<file path="src/rtl/midi_voice_allocator.sv">
`default_nettype none
// ============================================================================
//  Module   : midi_voice_allocator
//  Purpose  : Polyphonic voice table driven by decoded 3-byte MIDI messages.
//             Note-on allocates (retrigger / free voice / LRU steal), note-off
//             releases, CC64 sustain holds released voices, CC123 silences all.
//  Revision : 1.0  initial release
// ----------------------------------------------------------------------------
//  Ports
//    clk_in            in   1             system clock
//    rst_in            in   1             synchronous active-high reset
//    status_in         in   4             [2:0] = MIDI status[6:4]
//    data_byte1_in     in   8             note / CC number ([6:0] used)
//    data_byte2_in     in   8             velocity / CC value ([6:0] used)
//    valid_in          in   1             level; rising edge = new message
//    voice_active_out  out  NUM_VOICES    voice sounding (gated or sustained)
//    voice_gate_out    out  NUM_VOICES    key physically held
//    voice_trig_out    out  NUM_VOICES    1-cycle pulse on (re)allocation
//    voice_note_out    out  7*NUM_VOICES  voice v note at [7v+6:7v]
//    voice_vel_out     out  7*NUM_VOICES  voice v velocity at [7v+6:7v]
//    sustain_out       out  1             sustain pedal state
// ============================================================================
module midi_voice_allocator #(
    parameter int NUM_VOICES = 4
) (
    input  logic                      clk_in,
    input  logic                      rst_in,
    input  logic [3:0]                status_in,
    input  logic [7:0]                data_byte1_in,
    input  logic [7:0]                data_byte2_in,
    input  logic                      valid_in,
    output logic [NUM_VOICES-1:0]     voice_active_out,
    output logic [NUM_VOICES-1:0]     voice_gate_out,
    output logic [NUM_VOICES-1:0]     voice_trig_out,
    output logic [7*NUM_VOICES-1:0]   voice_note_out,
    output logic [7*NUM_VOICES-1:0]   voice_vel_out,
    output logic                      sustain_out
);

    localparam int            AW          = (NUM_VOICES > 1) ? $clog2(NUM_VOICES) : 1;
    localparam logic [AW-1:0] c_AGE_MAX   = AW'(NUM_VOICES - 1);
    localparam logic [AW-1:0] c_AGE_ONE   = AW'(1);
    localparam logic [2:0]    c_ST_OFF    = 3'd0;
    localparam logic [2:0]    c_ST_ON     = 3'd1;
    localparam logic [2:0]    c_ST_CC     = 3'd3;
    localparam logic [6:0]    c_CC_SUS    = 7'd64;
    localparam logic [6:0]    c_CC_ALLOFF = 7'd123;

    // ------------------------------------------------------------------------
    // State
    // ------------------------------------------------------------------------
    logic                  valid_d_q;
    logic [NUM_VOICES-1:0] active_q, active_d;
    logic [NUM_VOICES-1:0] gate_q,   gate_d;
    logic [NUM_VOICES-1:0] trig_q,   trig_d;
    logic [6:0]            note_q [NUM_VOICES];
    logic [6:0]            note_d [NUM_VOICES];
    logic [6:0]            vel_q  [NUM_VOICES];
    logic [6:0]            vel_d  [NUM_VOICES];
    logic [AW-1:0]         age_q  [NUM_VOICES];
    logic [AW-1:0]         age_d  [NUM_VOICES];
    logic                  sustain_q, sustain_d;

    // ------------------------------------------------------------------------
    // Message detect and decode
    // ------------------------------------------------------------------------
    logic       w_new;
    logic [2:0] w_st;
    logic [6:0] w_n;
    logic [6:0] w_k;
    logic       w_note_on;
    logic       w_note_off;
    logic       w_sus_msg;
    logic       w_all_off;
    logic       w_sus_val;
    logic       w_unused_bits;

    assign w_new      = valid_in & ~valid_d_q;
    assign w_st       = status_in[2:0];
    assign w_n        = data_byte1_in[6:0];
    assign w_k        = data_byte2_in[6:0];
    assign w_note_on  = w_new && (w_st == c_ST_ON) && (w_k != 7'd0);
    assign w_note_off = w_new && ((w_st == c_ST_OFF) || ((w_st == c_ST_ON) && (w_k == 7'd0)));
    assign w_sus_msg  = w_new && (w_st == c_ST_CC) && (w_n == c_CC_SUS);
    assign w_all_off  = w_new && (w_st == c_ST_CC) && (w_n == c_CC_ALLOFF);
    assign w_sus_val  = w_k[6];   // k >= 64

    // Bits carried by the MIDI framing that carry no meaning here.
    assign w_unused_bits = ^{status_in[3], data_byte1_in[7], data_byte2_in[7]};

    // Voices currently sounding the incoming note number.
    logic [NUM_VOICES-1:0] w_match;

    generate
        for (genvar v = 0; v < NUM_VOICES; v++) begin : g_match
            assign w_match[v] = active_q[v] && (note_q[v] == w_n);
        end
    endgenerate

    // ------------------------------------------------------------------------
    // Note-on voice selection: existing note, else lowest free, else oldest.
    // Ages are a permutation, so exactly one voice holds the maximum age.
    // ------------------------------------------------------------------------
    logic [AW-1:0] w_sel;
    logic          w_found;

    always_comb begin
        w_sel   = '0;
        w_found = 1'b0;
        for (int i = 0; i < NUM_VOICES; i++) begin
            if (!w_found && w_match[i]) begin
                w_sel   = AW'(i);
                w_found = 1'b1;
            end
        end
        for (int i = 0; i < NUM_VOICES; i++) begin
            if (!w_found && !active_q[i]) begin
                w_sel   = AW'(i);
                w_found = 1'b1;
            end
        end
        for (int i = 0; i < NUM_VOICES; i++) begin
            if (!w_found && (age_q[i] == c_AGE_MAX)) begin
                w_sel   = AW'(i);
                w_found = 1'b1;
            end
        end
    end

    // ------------------------------------------------------------------------
    // Next-state table update
    // ------------------------------------------------------------------------
    always_comb begin
        active_d  = active_q;
        gate_d    = gate_q;
        trig_d    = '0;
        note_d    = note_q;
        vel_d     = vel_q;
        age_d     = age_q;
        sustain_d = sustain_q;

        if (w_note_on) begin
            active_d[w_sel] = 1'b1;
            gate_d[w_sel]   = 1'b1;
            trig_d[w_sel]   = 1'b1;
            note_d[w_sel]   = w_n;
            vel_d[w_sel]    = w_k;
            // Chosen voice becomes youngest; only voices younger than it age,
            // which keeps the ages a permutation.
            for (int i = 0; i < NUM_VOICES; i++) begin
                if (AW'(i) == w_sel) begin
                    age_d[i] = '0;
                end else if (age_q[i] < age_q[w_sel]) begin
                    age_d[i] = age_q[i] + c_AGE_ONE;
                end
            end
        end else if (w_note_off) begin
            gate_d = gate_q & ~w_match;
            if (!sustain_q) begin
                active_d = active_q & ~w_match;
            end
        end else if (w_sus_msg) begin
            sustain_d = w_sus_val;
            // Pedal release drops every voice whose key is already up.
            if (sustain_q && !w_sus_val) begin
                active_d = active_q & gate_q;
            end
        end else if (w_all_off) begin
            active_d = '0;
            gate_d   = '0;
        end
    end

    always_ff @(posedge clk_in) begin
        if (rst_in) begin
            valid_d_q <= 1'b0;
            active_q  <= '0;
            gate_q    <= '0;
            trig_q    <= '0;
            sustain_q <= 1'b0;
            for (int i = 0; i < NUM_VOICES; i++) begin
                note_q[i] <= '0;
                vel_q[i]  <= '0;
                age_q[i]  <= AW'(i);
            end
        end else begin
            valid_d_q <= valid_in;
            active_q  <= active_d;
            gate_q    <= gate_d;
            trig_q    <= trig_d;
            sustain_q <= sustain_d;
            for (int i = 0; i < NUM_VOICES; i++) begin
                note_q[i] <= note_d[i];
                vel_q[i]  <= vel_d[i];
                age_q[i]  <= age_d[i];
            end
        end
    end

    // ------------------------------------------------------------------------
    // Outputs
    // ------------------------------------------------------------------------
    assign voice_active_out = active_q;
    assign voice_gate_out   = gate_q;
    assign voice_trig_out   = trig_q;
    assign sustain_out      = sustain_q;

    generate
        for (genvar v = 0; v < NUM_VOICES; v++) begin : g_pack
            assign voice_note_out[7*v +: 7] = note_q[v];
            assign voice_vel_out[7*v +: 7]  = vel_q[v];
        end
    endgenerate

endmodule
`default_nettype wire

</file>
<file path="config.mk">
export PLATFORM = sky130hd
export DESIGN_NAME = midi_voice_allocator
export DESIGN_NICKNAME = d
export VERILOG_FILES = /design/src/rtl/midi_voice_allocator.sv
export SDC_FILE = /design/constraint.sdc
export NUM_CORES = 1
export LEC_CHECK = 0
export BUFFER_PORTS_ARGS = -buffer_cell sky130_fd_sc_hd__buf_2
export CAP_MARGIN = 20
export CORE_MARGIN = 2
export CORE_UTILIZATION = 42
export DETAILED_ROUTE_END_ITERATION = 7
export PLACE_DENSITY_LB_ADDON = 0.12
export RECOVER_POWER = 25
export SYNTH_ARGS = -nofsm -noshare
export SYNTH_HDL_FRONTEND = slang
export SYNTH_SLANG_ARGS = --single-unit
export TNS_END_PERCENT = 10
</file>
<file path="constraint.sdc">
create_clock -name clk_in -period 3.3 [get_ports clk_in]
set_input_delay 0.495 -clock clk_in [delete_from_list [all_inputs] [get_ports clk_in]]
set_output_delay 0.495 -clock clk_in [all_outputs]
set_load 0.02 [all_outputs]
</file>
==> impl_metrics.yaml, run 1 <==
floorplanning:
  rows: 35
  dieWidth_um: 101.2
  die_y_um: 101.2
  io_pins: 92
  die-area_mm2: 0.01025
  floorplan.core_area_mm2: 0.009196
  start_util: 0.4318
cts:
  postCtsHoldBufs: 0
  cts_made_buffers: 9
  cts_buffer_depth: 2
  cts_resized: 0
  cts_setup_buffers: 0
  cts.clk_slew.worst_paths_ns: 0.09
  clk_latency_ns: 0.35
  htree_levels: 3
  cts.sinks: 78
  root_buffer: "clkbuf_8"
  cts_tree: "done"
global_route:
  grt_pass1_wl_mm: 16.82
  first_global_vias: 3306
  overflow: 0
  antenna_found_initial: 0
  grt_max_degree: 51
  grt_util_all_layers: 0.2072
route:
  route.vias.total: 3442
  ant_nets: 0
  remaining_drc_errors: 0
  wirelength_mm: 10.26
  wl_per_cell_um: 16.25
  dr.pass1.iters: 4
  drt_iter0_drc: 99
  viasPerCell: 5.455
final_layout:
  final_nets: 543
  fin_cells: 631
  area_growth_syn_to_layout_pct: 17.55
  fin_area_mm2: 0.004668
  utilization: 0.5076
  diodes: 0
  layout-drive-gt1-share: 0.2231
critical_path:
  critPathKind: "in -> reg"
  end_kind: "flop"
  path_max_fanout: 10
  cp_common_cell: "o211ai_1"
  critPathSlowestCell: "nor4_4"
  path_cells: "buf_2 -> xor2_1 -> nor4_4 -> and3_4 -> o31a_1 -> o21ai_1 -> a22oi_2 -> nand2_1 -> o211ai_1 -> o211ai_1"
  start_kind: "primary input"
  critPathMaxStageDelay_ns: 0.41
  crit_arrival_ns: 2.99
  cp_top_family: "compound AO/OA/AOI/OAI gates"
  cp_num_buf_inv: 1
  cp_data_required_time_ns: 3.54
timing:
  finalCriticalPeriod_ns: 2.758
  setup_ws_ns: 0.5418
  holdWs_ns: 0.3765
  finClkSkew_ns: 0.01254
  fmax_mhz: 362.6
  worst_slew_margin_rel: -0.5099
  setup_tns_ns: 0
  setup_violations: 0
  finalMaxSlewViolations: 51
  worstMarginPinSlew_ns: 2.265
  fin_crit_sh: 0.8358
  rsz0062_at_grt: "no"
  hold_viol: 0
synthesis:
  synth_compound_area_frac: 0.1679
  avgSynthCellArea_um2: 9.257
  synth_top_cell_by_area: "dfxtp_1"
  synth_area_leaders: "dfxtp_1 (39%), mux2i_1 (9.1%), nor2_1 (6.0%)"
  ys_top_cells_by_count: "dfxtp_1 (78), nor2_1 (63), nand2_1 (48), a21oi_1 (37), mux2i_1 (36)"
  synthesis.area_mm2: 0.003971
  netlist.area_leader.share: 0.3932
  synth_edf_count: 0
  yosysUniqueCellTypes: 67
  synth-xor-area-share: 0.07498
  synth_top_family_by_area: "simple AND/OR/NAND/NOR gates"
  yosysSeqAreaShare: 0.3932
  syn-num-nets: 456
  synth_most_common_cell: "dfxtp_1"
  synthAdderAreaFrac: 0.01512
  synth-simple-area-share: 0.2101
  synth_seq_cells: 78
  synth_async_sr_flop_share: 0
  synthMuxAreaShare: 0.09074
  synth-main-ff-cell: "dfxtp_1"
  netlist_instances: 429
  ys_warn_count: 0
power_and_ir_drop:
  sw_frac_of_total: 0.2448
  powerDensity_mw_per_mm2: 409.0
  ir_worst_vdd_mv: 0.2252
  pwr-share-seq: 0.500
  p_int_mw: 1.442
  p_comb_frac: 0.076
  clkPwrFrac: 0.424
  p_total_mw: 1.910
  p_leak_nw: 1.889
  p_switching_mw: 0.4675
placed_design:
  gp_congestion: 0.8550
  numPortBuffers: 88
  dpl_worst_slack_ns: 0.1904
  dp_cells: 616
  hpwl_mm: 7.248
  placed_cell_area_mm2: 0.004494
status:
  outcome: "finished with violations"
  violations: "capacitance limit, slew limit"
flow_run:
  cap_violations: 1
min_path:
  hold_class: "in -> reg"
## metal layers
metal / global-route usage / vias up / routed length, um
li1: - / 1697 / -
met1: 0.2764 / 1661 / 4841
met2: 0.3296 / 78 / 4803
met3: 0.05383 / 6 / 538
met4: 0.06445 / 0 / 73
met5: 0 / - / 0
## sequential cells by signal, indices dropped and copies added, names as in the netlist
name and count:
valid_d_q 1, voice_trig_out 4, voice_vel_out 28, voice_gate_out 4, voice_note_out 28, age_q 8
sustain_out 1, voice_active_out 4
## placed cells by master, fill, tap and decap left out, types with 3 or more instances in the layout
| cell type | count |
|---|---|
| dfxtp_1 | 78 |
| nor2_1 | 63 |
| buf_2 | 53 |
| nand2_1 | 48 |
| a21oi_1 | 37 |
| mux2i_1 | 36 |
| clkbuf_1 | 36 |
| xor2_1 | 18 |
| clkbuf_8 | 10 |
| o21ai_0 | 9 |
| buf_4 | 9 |
| inv_1 | 8 |
| xnor2_2 | 7 |
| nand3_1 | 6 |
| a31oi_1 | 6 |
| nor3_1 | 4 |
| o211ai_1 | 4 |
| ha_1 | 4 |
| nor4_4 | 3 |
| nand4_1 | 3 |
| o211a_1 | 3 |
| xnor2_1 | 3 |
| o31a_1 | 3 |
| and3_1 | 3 |
| a221o_1 | 3 |
| o21ai_1 | 3 |
## power by group through the flow
| stage | combinational (mW) | sequential (mW) | clock, mW |
|---|---|---|---|
| floorplan | 0.101 | 0.981 | 0 |
| global placement | 0.144 | 0.977 | 0 |
| detailed placement | 0.146 | 0.977 | 0 |
| CTS | 0.147 | 0.955 | 0.827 |
| global route | 0.158 | 0.957 | 0.862 |
| finish | 0.145 | 0.955 | 0.809 |
## final timing paths
| kind | slack (ns) | cells after the start | start | end |
|---|---|---|---|---|
| hold reg to reg | 0.46 | 2 | voice_vel_out[22]$_SDFFE_PP0P_ | voice_vel_out[22]$_SDFFE_PP0P_ |
| hold / removal | 0.38 | 2 | valid_in | valid_d_q$_SDFF_PP0_ |
| setup reg to reg | 0.58 | 9 | voice_note_out[25]$_SDFFE_PP0P_ | age_q[0]$_SDFFE_PP1P_ |
| setup / recovery | 0.54 | 10 | data_byte1_in[4] | age_q[0]$_SDFFE_PP1P_ |
## worst register-to-register path, stage by stage (launching register included)
cell and delay (ns):
dfxtp_1 0.34, xor2_1 0.19, nor4_4 0.38, and3_4 0.28, o311a_1 0.31, a31oi_1 0.10
a22oi_2 0.43, nand2_1 0.23, o211ai_1 0.25, o211ai_1 0.11
## area by class of cell
cell class / instances / area [um2]
fill: 924 / 4528
multi-input combinational: 319 / 2225
sequential: 78 / 1562
timing repair buffer: 99 / 488.0
tap: 111 / 138.9
clock buffer: 10 / 137.6
clock inverter: 5 / 83.83
inverter: 9 / 33.78
## cells by family (layout without fill, tap and decap cells)
logic type,after synthesis,after routing
AOI/OAI and AO/OA,91,91
buffers and inverters,32,123
and+or+nand+nor,159,159
adders and majority gates,5,5
xor gates and xnor gates,28,28
muxes,36,36
DFF,78,78
No activity file was read; power rests on OpenSTA's default activity.
==> run 2, diff against run 1 <==
==> constraint.sdc (replaced) <==
create_clock -name clk_in -period 2.9 [get_ports clk_in]
set_input_delay 0.435 -clock clk_in [delete_from_list [all_inputs] [get_ports clk_in]]
set_output_delay 0.435 -clock clk_in [all_outputs]
set_load 0.02 [all_outputs]
==> impl_metrics.yaml, run 2 (synthesized netlist as in run 1, its figures left out) <==
floorplanning:
  io_pins: 92
  start_util: 0.4318
  floorplan.core_area_mm2: 0.009196
  die-area_mm2: 0.01025
  dieWidth_um: 101.2
  die_y_um: 101.2
  rows: 35
global_route:
  antenna_found_initial: 0
  grt_pass1_wl_mm: 16.62
  grt_util_all_layers: 0.2047
  first_global_vias: 3192
  grt_max_degree: 50
  overflow: 0
placed_design:
  numPortBuffers: 88
  gp_congestion: 0.8581
  dpl_worst_slack_ns: -0.08769
  dp_cells: 629
  hpwl_mm: 7.492
power_and_ir_drop:
  ir_worst_vdd_mv: 0.2252
  powerDensity_mw_per_mm2: 455.0
  p_leak_nw: 1.970
final_layout:
  final_common_cell: "dfxtp_1"
  diodes: 0
  final_nets: 558
  utilization: 0.5215
  fillers: 920
  fin_cells: 646
  layout-drive-gt1-share: 0.2449
  area_growth_syn_to_layout_pct: 20.76
  layout_common_cells: "dfxtp_1 (78), nor2_1 (63), buf_2 (52)"
cts:
  root_buffer: "clkbuf_8"
  cts_buffer_depth: 2
  cts.clk_slew.worst_paths_ns: 0.09
  cts_made_buffers: 9
  cts_tree: "done"
  htree_levels: 3
  clk_latency_ns: 0.35
  cts.sinks: 78
timing:
  rsz0062_at_grt: "no"
  finalMaxSlewViolations: 0
  setup_violations: 0
  fin_crit_sh: 0.9089
  holdWs_ns: 0.3201
  finalCriticalPeriod_ns: 2.636
  setup_ws_ns: 0.2642
  setup_tns_ns: 0
  worst_slew_margin_rel: 0.6448
  hold_viol: 0
  worstMarginPinSlew_ns: 0.5303
  fmax_mhz: 379.4
  finClkSkew_ns: 0.007847
critical_path:
  path_max_fanout: 7
  start_kind: "flop"
  cp_data_required_time_ns: 3.13
  end_kind: "flop"
  critPathKind: "reg -> reg"
  crit_arrival_ns: 2.87
route:
  route.vias.total: 3458
  ant_nets: 0
  viasPerCell: 5.353
  drt_iter0_drc: 123
  wirelength_mm: 10.34
  dr.pass1.iters: 4
  remaining_drc_errors: 0
  wl_per_cell_um: 16.01
min_path:
  hold_class: "in -> reg"
status:
  outcome: "completed"
flow_run:
  cap_violations: 0
run 2: cell types whose count changed in the layout (fill, tap and decap cells not counted):
| cell | change |
|---|---|
| buf_12 | +1 |
| buf_4 | +15 |
| buf_2 | -1 |
run 2: per-stage QoR:
step,instance area [um2],power [mW]
2_1_floorplan,3971,1.231
3_3_place_gp,4604,1.282
3_5_place_dp,4604,1.285
4_1_cts,4826,2.209
5_1_grt,4796,2.260
6_report,4796,2.182
run 2: area by class of cell:
type / count / area (um2) / area share
Tap cell: 111 / 138.9 / 0.02896
Clock buffer: 10 / 137.6 / 0.02870
Timing Repair Buffer: 114 / 615.6 / 0.1284
Multi-Input combinational cell: 319 / 2225 / 0.4639
Sequential cell: 78 / 1562 / 0.3256
Clock inverter: 5 / 83.83 / 0.01748
Inverter: 9 / 33.78 / 0.007044
run 2: where the power goes:
part	total, mW	internal [mW]	switching, mW
Clock	0.923	0.505	0.418
Sequential	1.09	1.08	0.00845
Combinational	0.172	0.0635	0.109
run 2: per-layer routing:
metal,up-vias,global-route usage,part of all wire
met5,-,0,0
met4,0,0.06653,0.012
met3,10,0.04210,0.047
met2,74,0.3118,0.44
met1,1647,0.2902,0.50
li1,1727,-,-
run 2: worst max-delay path, cell delays in order, from the launching register on:
cell	delay, ns
dfxtp_1	0.33
xor2_1	0.17
nor4_4	0.43
and3_4	0.28
o31a_1	0.29
o21ai_1	0.15
a22oi_2	0.35
nand2_1	0.20
o211ai_1	0.21
o211ai_1	0.10
run 2: timing repair:
| action | in CTS | in global routing |
|---|---|---|
| gates resized for setup | 0 | 0 |
| endpoints found under the setup margin | 0 | 1 |
| setup buffers | 0 | 2 |
| hold buffers | 0 | 0 |
run 2: worst paths after layout:
check,startpoint,slack [ns],cells after the start,end
setup / recovery,voice_note_out[11]$_SDFFE_PP0P_,0.26,9,age_q[4]$_SDFFE_PP1P_
hold / removal,valid_in,0.32,2,valid_d_q$_SDFF_PP0_
setup reg to reg,voice_note_out[11]$_SDFFE_PP0P_,0.26,9,age_q[4]$_SDFFE_PP1P_
hold reg to reg,voice_vel_out[22]$_SDFFE_PP0P_,0.46,2,voice_vel_out[22]$_SDFFE_PP0P_
